--- src/rtl/seq_mag_comp.sv ---
// Iterative magnitude comparator: compares WIDTH-bit operands CHUNK bits per cycle, MSB chunk first.
// Optional two's-complement mode is enabled by defining CMP_SIGNED_EN (adds the signed_mode port).
module seq_mag_comp #(
   parameter int WIDTH = 16,
   parameter int CHUNK = 4
) (
   input  logic             clk,
   input  logic             rst_n,
   input  logic             start,
   input  logic [WIDTH-1:0] a,
   input  logic [WIDTH-1:0] b,
`ifdef CMP_SIGNED_EN
   input  logic             signed_mode,
`endif
   output logic             busy,
   output logic             done,
   output logic             greater_than,
   output logic             less_than,
   output logic             equal_to
);

   localparam int NCH = WIDTH / CHUNK;
   localparam int IW  = (NCH > 1) ? $clog2(NCH) : 1;

   typedef enum logic {IDLE = 1'b0, RUN = 1'b1} state_t;

   state_t           state_q;
   logic [WIDTH-1:0] a_q, b_q;
   logic [IW-1:0]    idx_q;
   logic             busy_q, done_q, gt_q, lt_q, eq_q;
   logic [WIDTH-1:0] smask;
   logic [CHUNK-1:0] ca, cb;

   // Signed compare reduces to unsigned once the sign bits are flipped at latch time.
`ifdef CMP_SIGNED_EN
   assign smask = WIDTH'(signed_mode) << (WIDTH - 1);
`else
   assign smask = '0;
`endif

   always_comb begin
      ca = CHUNK'(a_q >> (idx_q * CHUNK));
      cb = CHUNK'(b_q >> (idx_q * CHUNK));
   end

   always_ff @(posedge clk or negedge rst_n) begin
      if (!rst_n) begin
         state_q <= IDLE;
         a_q     <= '0;
         b_q     <= '0;
         idx_q   <= '0;
         busy_q  <= 1'b0;
         done_q  <= 1'b0;
         gt_q    <= 1'b0;
         lt_q    <= 1'b0;
         eq_q    <= 1'b0;
      end else begin
         done_q <= 1'b0;
         case (state_q)
            IDLE: begin
               if (start) begin
                  a_q     <= a ^ smask;
                  b_q     <= b ^ smask;
                  idx_q   <= IW'(NCH - 1);
                  busy_q  <= 1'b1;
                  state_q <= RUN;
               end
            end
            RUN: begin
               if (ca != cb) begin
                  gt_q    <= (ca > cb);
                  lt_q    <= (ca < cb);
                  eq_q    <= 1'b0;
                  done_q  <= 1'b1;
                  busy_q  <= 1'b0;
                  state_q <= IDLE;
               end else if (idx_q == '0) begin
                  gt_q    <= 1'b0;
                  lt_q    <= 1'b0;
                  eq_q    <= 1'b1;
                  done_q  <= 1'b1;
                  busy_q  <= 1'b0;
                  state_q <= IDLE;
               end else begin
                  idx_q <= idx_q - 1'b1;
               end
            end
            default: state_q <= IDLE;
         endcase
      end
   end

   assign busy         = busy_q;
   assign done         = done_q;
   assign greater_than = gt_q;
   assign less_than    = lt_q;
   assign equal_to     = eq_q;

endmodule
--- config.mk ---
export PLATFORM = sky130hd
export DESIGN_NAME = seq_mag_comp
export DESIGN_NICKNAME = d
export VERILOG_FILES = /design/src/rtl/seq_mag_comp.sv
export SDC_FILE = /design/constraint.sdc
export NUM_CORES = 1
export LEC_CHECK = 0
export CAP_MARGIN = 20
export CORE_MARGIN = 2
export CORE_UTILIZATION = 25
export DETAILED_ROUTE_END_ITERATION = 16
export HOLD_SLACK_MARGIN = 0.06
export SLEW_MARGIN = 25
export SYNTH_ARGS = -nofsm -noshare
export SYNTH_HDL_FRONTEND = slang
export SYNTH_SLANG_ARGS = --single-unit
--- constraint.sdc ---
create_clock -name clk -period 2.2 [get_ports clk]
set_clock_uncertainty 0.05 [all_clocks]
set_input_delay 0.44 -clock clk [delete_from_list [all_inputs] [get_ports clk]]
set_output_delay 0.44 -clock clk [all_outputs]
set_load 0.05 [all_outputs]
==> summary.log <==
qor: run_status.result_of_the_run finished, final reports clean
qor: finish.area_delta_synth_final 33.72%
qor: synth.synthesis.area_per_instance 15.94 µm²
qor: grt.grt_pass1_wl 6.134 mm
qor: worst_setup_path.critPathLaunchType register
qor: power.share_comb_of_total_power 43.4%
qor: synth.netlist_instances 122
qor: placement.port_buffers 39
qor: sta.relSlewSlack 65.74%
qor: clock_network.clk-insertion-delay-late 290 ps
qor: power.peak_supply_drop 0.3143 mV
qor: worst_setup_path.critPathRequiredTime 2360 ps
qor: finish.layout.nets 209
qor: detailed_routing.wl_per_cell 13.70 µm
qor: sta.setup_viol_count_final 0
qor: sta.tightestPinTransition 513.9 ps
qor: synth.post_synth_num_cell_types 20
qor: power.seq_power_share 39.4%
qor: sta.hold_viol_final 0
qor: sta.report.final.slew_viol_count 0
qor: detailed_routing.avgViaCountPerCell 4.143
qor: synth.syn-num-nets 162
qor: placement.place.detailed.instances 263
qor: power.netSwitchingPower 0.9541 mW
qor: finish.post_route_cells_drive_above_1_share 35.88%
qor: clock_network.htree_num_levels 2
qor: sta.finalCriticalPeriod 2146 ps
qor: placement.post_dp_cell_area 2474 µm²
qor: finish.layout.cell_area.non_filler 2600 µm²
qor: min_path.worst_hold_path_type input port to asynchronous set/reset pin
qor: detailed_routing.drt-total-wl 3.726 mm
qor: worst_setup_path.cp_cell_sequence buf_12, mux4_2, ha_4, nand2_2, nor4b_4, nor3_2, a21oi_1
qor: finish.diodes 0
qor: detailed_routing.route.detailed.drc 0
qor: grt.grt_use_total 9.386%
qor: worst_setup_path.crit_type register to register
qor: finish.area_occupied_by_registers 1001 µm²
qor: grt.maximum_number_of_pins_on_one_net_before_global_route_repair 41
qor: detailed_routing.antenna_violating_nets_post_route 0
qor: clock_network.cts_hold_repair.buffers 0
qor: die.floorplan.die.height 92.19 µm
qor: power.p_clk_share 17.1%
qor: placement.place.gp.congestion 0.7154
qor: die.cell_row_count 32
qor: sta.rsz0062_at_grt true
qor: clock_network.clk_pin_slew 80 ps
qor: flow_run.cap_violations 0
qor: die.dieWidth 92.19 µm
qor: clock_network.cts.root.buffer_cell sky130_fd_sc_hd__clkbuf_8
qor: worst_setup_path.timing.critical_path.to_type register
qor: die.ioPinCount 40
qor: die.floorplan.die_area 8499 µm²
qor: finish.finish.cell_count_without_fillers 272
qor: finish.fillers 753
qor: clock_network.max_buffers_root_to_sink 2
qor: worst_setup_path.critPathArrivalTime 2300 ps
qor: detailed_routing.drt_pre_antenna_iters 4
qor: power.leakage 1.158 nW
qor: placement.detailedPlacementHpwl 2.652 mm
qor: detailed_routing.num_vias 1,127
qor: sta.clock.fmax 466.0 MHz
qor: die.core 7647 µm²
qor: synth.synth.ff_latch_count 40
qor: power.intPower 1.991 mW
qor: sta.finalCritPeriodShare 97.54%
qor: power.p_sw_share 32.39%
qor: worst_setup_path.max_stage_delay 530 ps
qor: worst_setup_path.cp_slowest_cell sky130_fd_sc_hd__mux4_2
qor: finish.multi_input_area 884.6 µm²
qor: clock_network.cts-buffers-inserted 5
qor: worst_setup_path.max_fanout_on_critical_path 8
qor: power.power_per_cell_area 1133 nW/µm²
qor: die.initial_core_util 25.43%
qor: grt.grt_pass1_vias 1,216
qor: synth.ys.warnings.count 0
qor: clock_network.tritoncts built
qor: finish.post-route-util 34.00%
qor: clock_network.clock_sinks 40
qor: synth.synth_area 1944 µm²
qor: grt.antenna_found_initial 0
qor: detailed_routing.drt-initial-drc-count 39
qor: synth.synth-seq-area-share 51.48%
qor: grt.grt_remaining_overflow 0
## placed cells by master, fill, tap and decap left out, types with 3 or more instances in the layout
master                            Yosys  layout
sky130_fd_sc_hd__inv_1                9       8
sky130_fd_sc_hd__mux4_2               2       6
sky130_fd_sc_hd__mux2_4              26      26
sky130_fd_sc_hd__mux2_2               6       6
sky130_fd_sc_hd__dfrtp_1             40      40
sky130_fd_sc_hd__a21oi_1              5       5
sky130_fd_sc_hd__clkbuf_8             0       6
sky130_fd_sc_hd__clkdlybuf4s50_1      0      38
sky130_fd_sc_hd__ha_1                 5       3
sky130_fd_sc_hd__buf_4                0       5
## kinds of logic after synthesis
family                     count (synthesis)  share of synthesized area, %
AOI/OAI and AO/OA                         11                         3.217
muxes                                     40                         33.98
buffers and inverters                     15                         4.890
adders and majority gates                  5                         3.218
DFF                                       40                         51.48
and+or+nand+nor                           11                         3.218
## flip-flops by register name, indices dropped and copies added, names as in the netlist
signal	flops
busy	1
a_q	16
greater_than	1
done	1
equal_to	1
state_q	1
idx_q	2
b_q	16
less_than	1
## synth_stat cells
master	number	area, µm²
sky130_fd_sc_hd__nor2b_1	1	6.260
sky130_fd_sc_hd__mux2_2	6	67.56
sky130_fd_sc_hd__inv_1	9	33.78
sky130_fd_sc_hd__nor3_1	2	10.01
sky130_fd_sc_hd__and3_1	1	6.260
sky130_fd_sc_hd__nor4b_2	1	15.01
sky130_fd_sc_hd__ha_1	5	62.56
sky130_fd_sc_hd__nand2_1	4	15.01
sky130_fd_sc_hd__dfrtp_1	40	1001
sky130_fd_sc_hd__a21oi_1	5	25.02
sky130_fd_sc_hd__o21ai_0	3	15.01
sky130_fd_sc_hd__a21o_1	2	15.01
sky130_fd_sc_hd__or2_2	1	6.260
sky130_fd_sc_hd__mux4_2	2	45.04
sky130_fd_sc_hd__buf_2	1	5.000
sky130_fd_sc_hd__buf_6	5	56.30
sky130_fd_sc_hd__mux4_1	6	157.7
sky130_fd_sc_hd__nor2_1	1	3.750
sky130_fd_sc_hd__mux2_4	26	390.4
sky130_fd_sc_hd__o31ai_1	1	7.510
## what timing repair did
action,4_1_cts,5_1_grt
endpoints found under the setup margin,4,8
gates resized for setup,5,7
pin swaps,2,3
hold endpoints to repair,0,0
buffers inserted,0,1
## power groups by stage
| stage | registers, mW | clock network, mW | logic (mW) |
|---|---|---|---|
| after floorplan | 1.23 | 0 | 0.775 |
| after global placement | 1.16 | 0 | 1.16 |
| after detailed placement | 1.17 | 0 | 1.18 |
| after CTS | 1.16 | 0.527 | 1.24 |
| after global routing | 1.20 | 0.547 | 1.40 |
| final | 1.16 | 0.505 | 1.28 |
## path summary, 6_finish.rpt
| kind | from | endpoint | slack (ps) | cells after the start |
|---|---|---|---|---|
| worst min-delay path | rst_n | greater_than | 150 | 2 |
| worst max register to register | idx_q[0] | idx_q[1] | 50 | 7 |
| worst min register to register | busy | busy | 440 | 1 |
| max in group asynchronous | rst_n | b_q[7] | 1590 | 2 |
| min in group clk | busy | busy | 440 | 1 |
| worst max-delay path | idx_q[0] | idx_q[1] | 50 | 7 |
## per-stage QoR
step                      hold WS (ps)  total power, mW  setup TNS (ps)  setup WS, ps
after floorplan                  94.41            2.001               0         98.11
after global placement           420.0            2.324          -20.39        -20.39
after detailed placement         430.9            2.344          -171.5        -77.72
after CTS                        177.2            2.930               0         5.562
after global routing             211.6            3.142          -162.1        -94.98
final                            145.1            2.945               0         54.21
## layout make-up
cell class	instances	share of cell area, %
well taps	102	4.909
clock buffers	8	3.465
repair buffers	46	17.81
inverters	9	1.299
flip-flops and latches	40	38.50
multi-input cells	67	34.02
## metal layers
metal | share of wire [%] | GRT usage [%]
met1 | 46 | 12.24
met4 | 1.4 | 3.731
met2 | 47 | 14.46
met3 | 5.2 | 3.040
met5 | 0 | 0
## worst max-delay path: cells and delay by family (launching register included)
family                     cells  cell delay [ps]
buffers and inverters          1              140
DFF                            1              390
and+or+nand+nor                3              520
adders and majority gates      1              290
AOI/OAI and AO/OA              1              150
muxes                          1              530
Note: power is estimated with default switching activity, not from simulation.
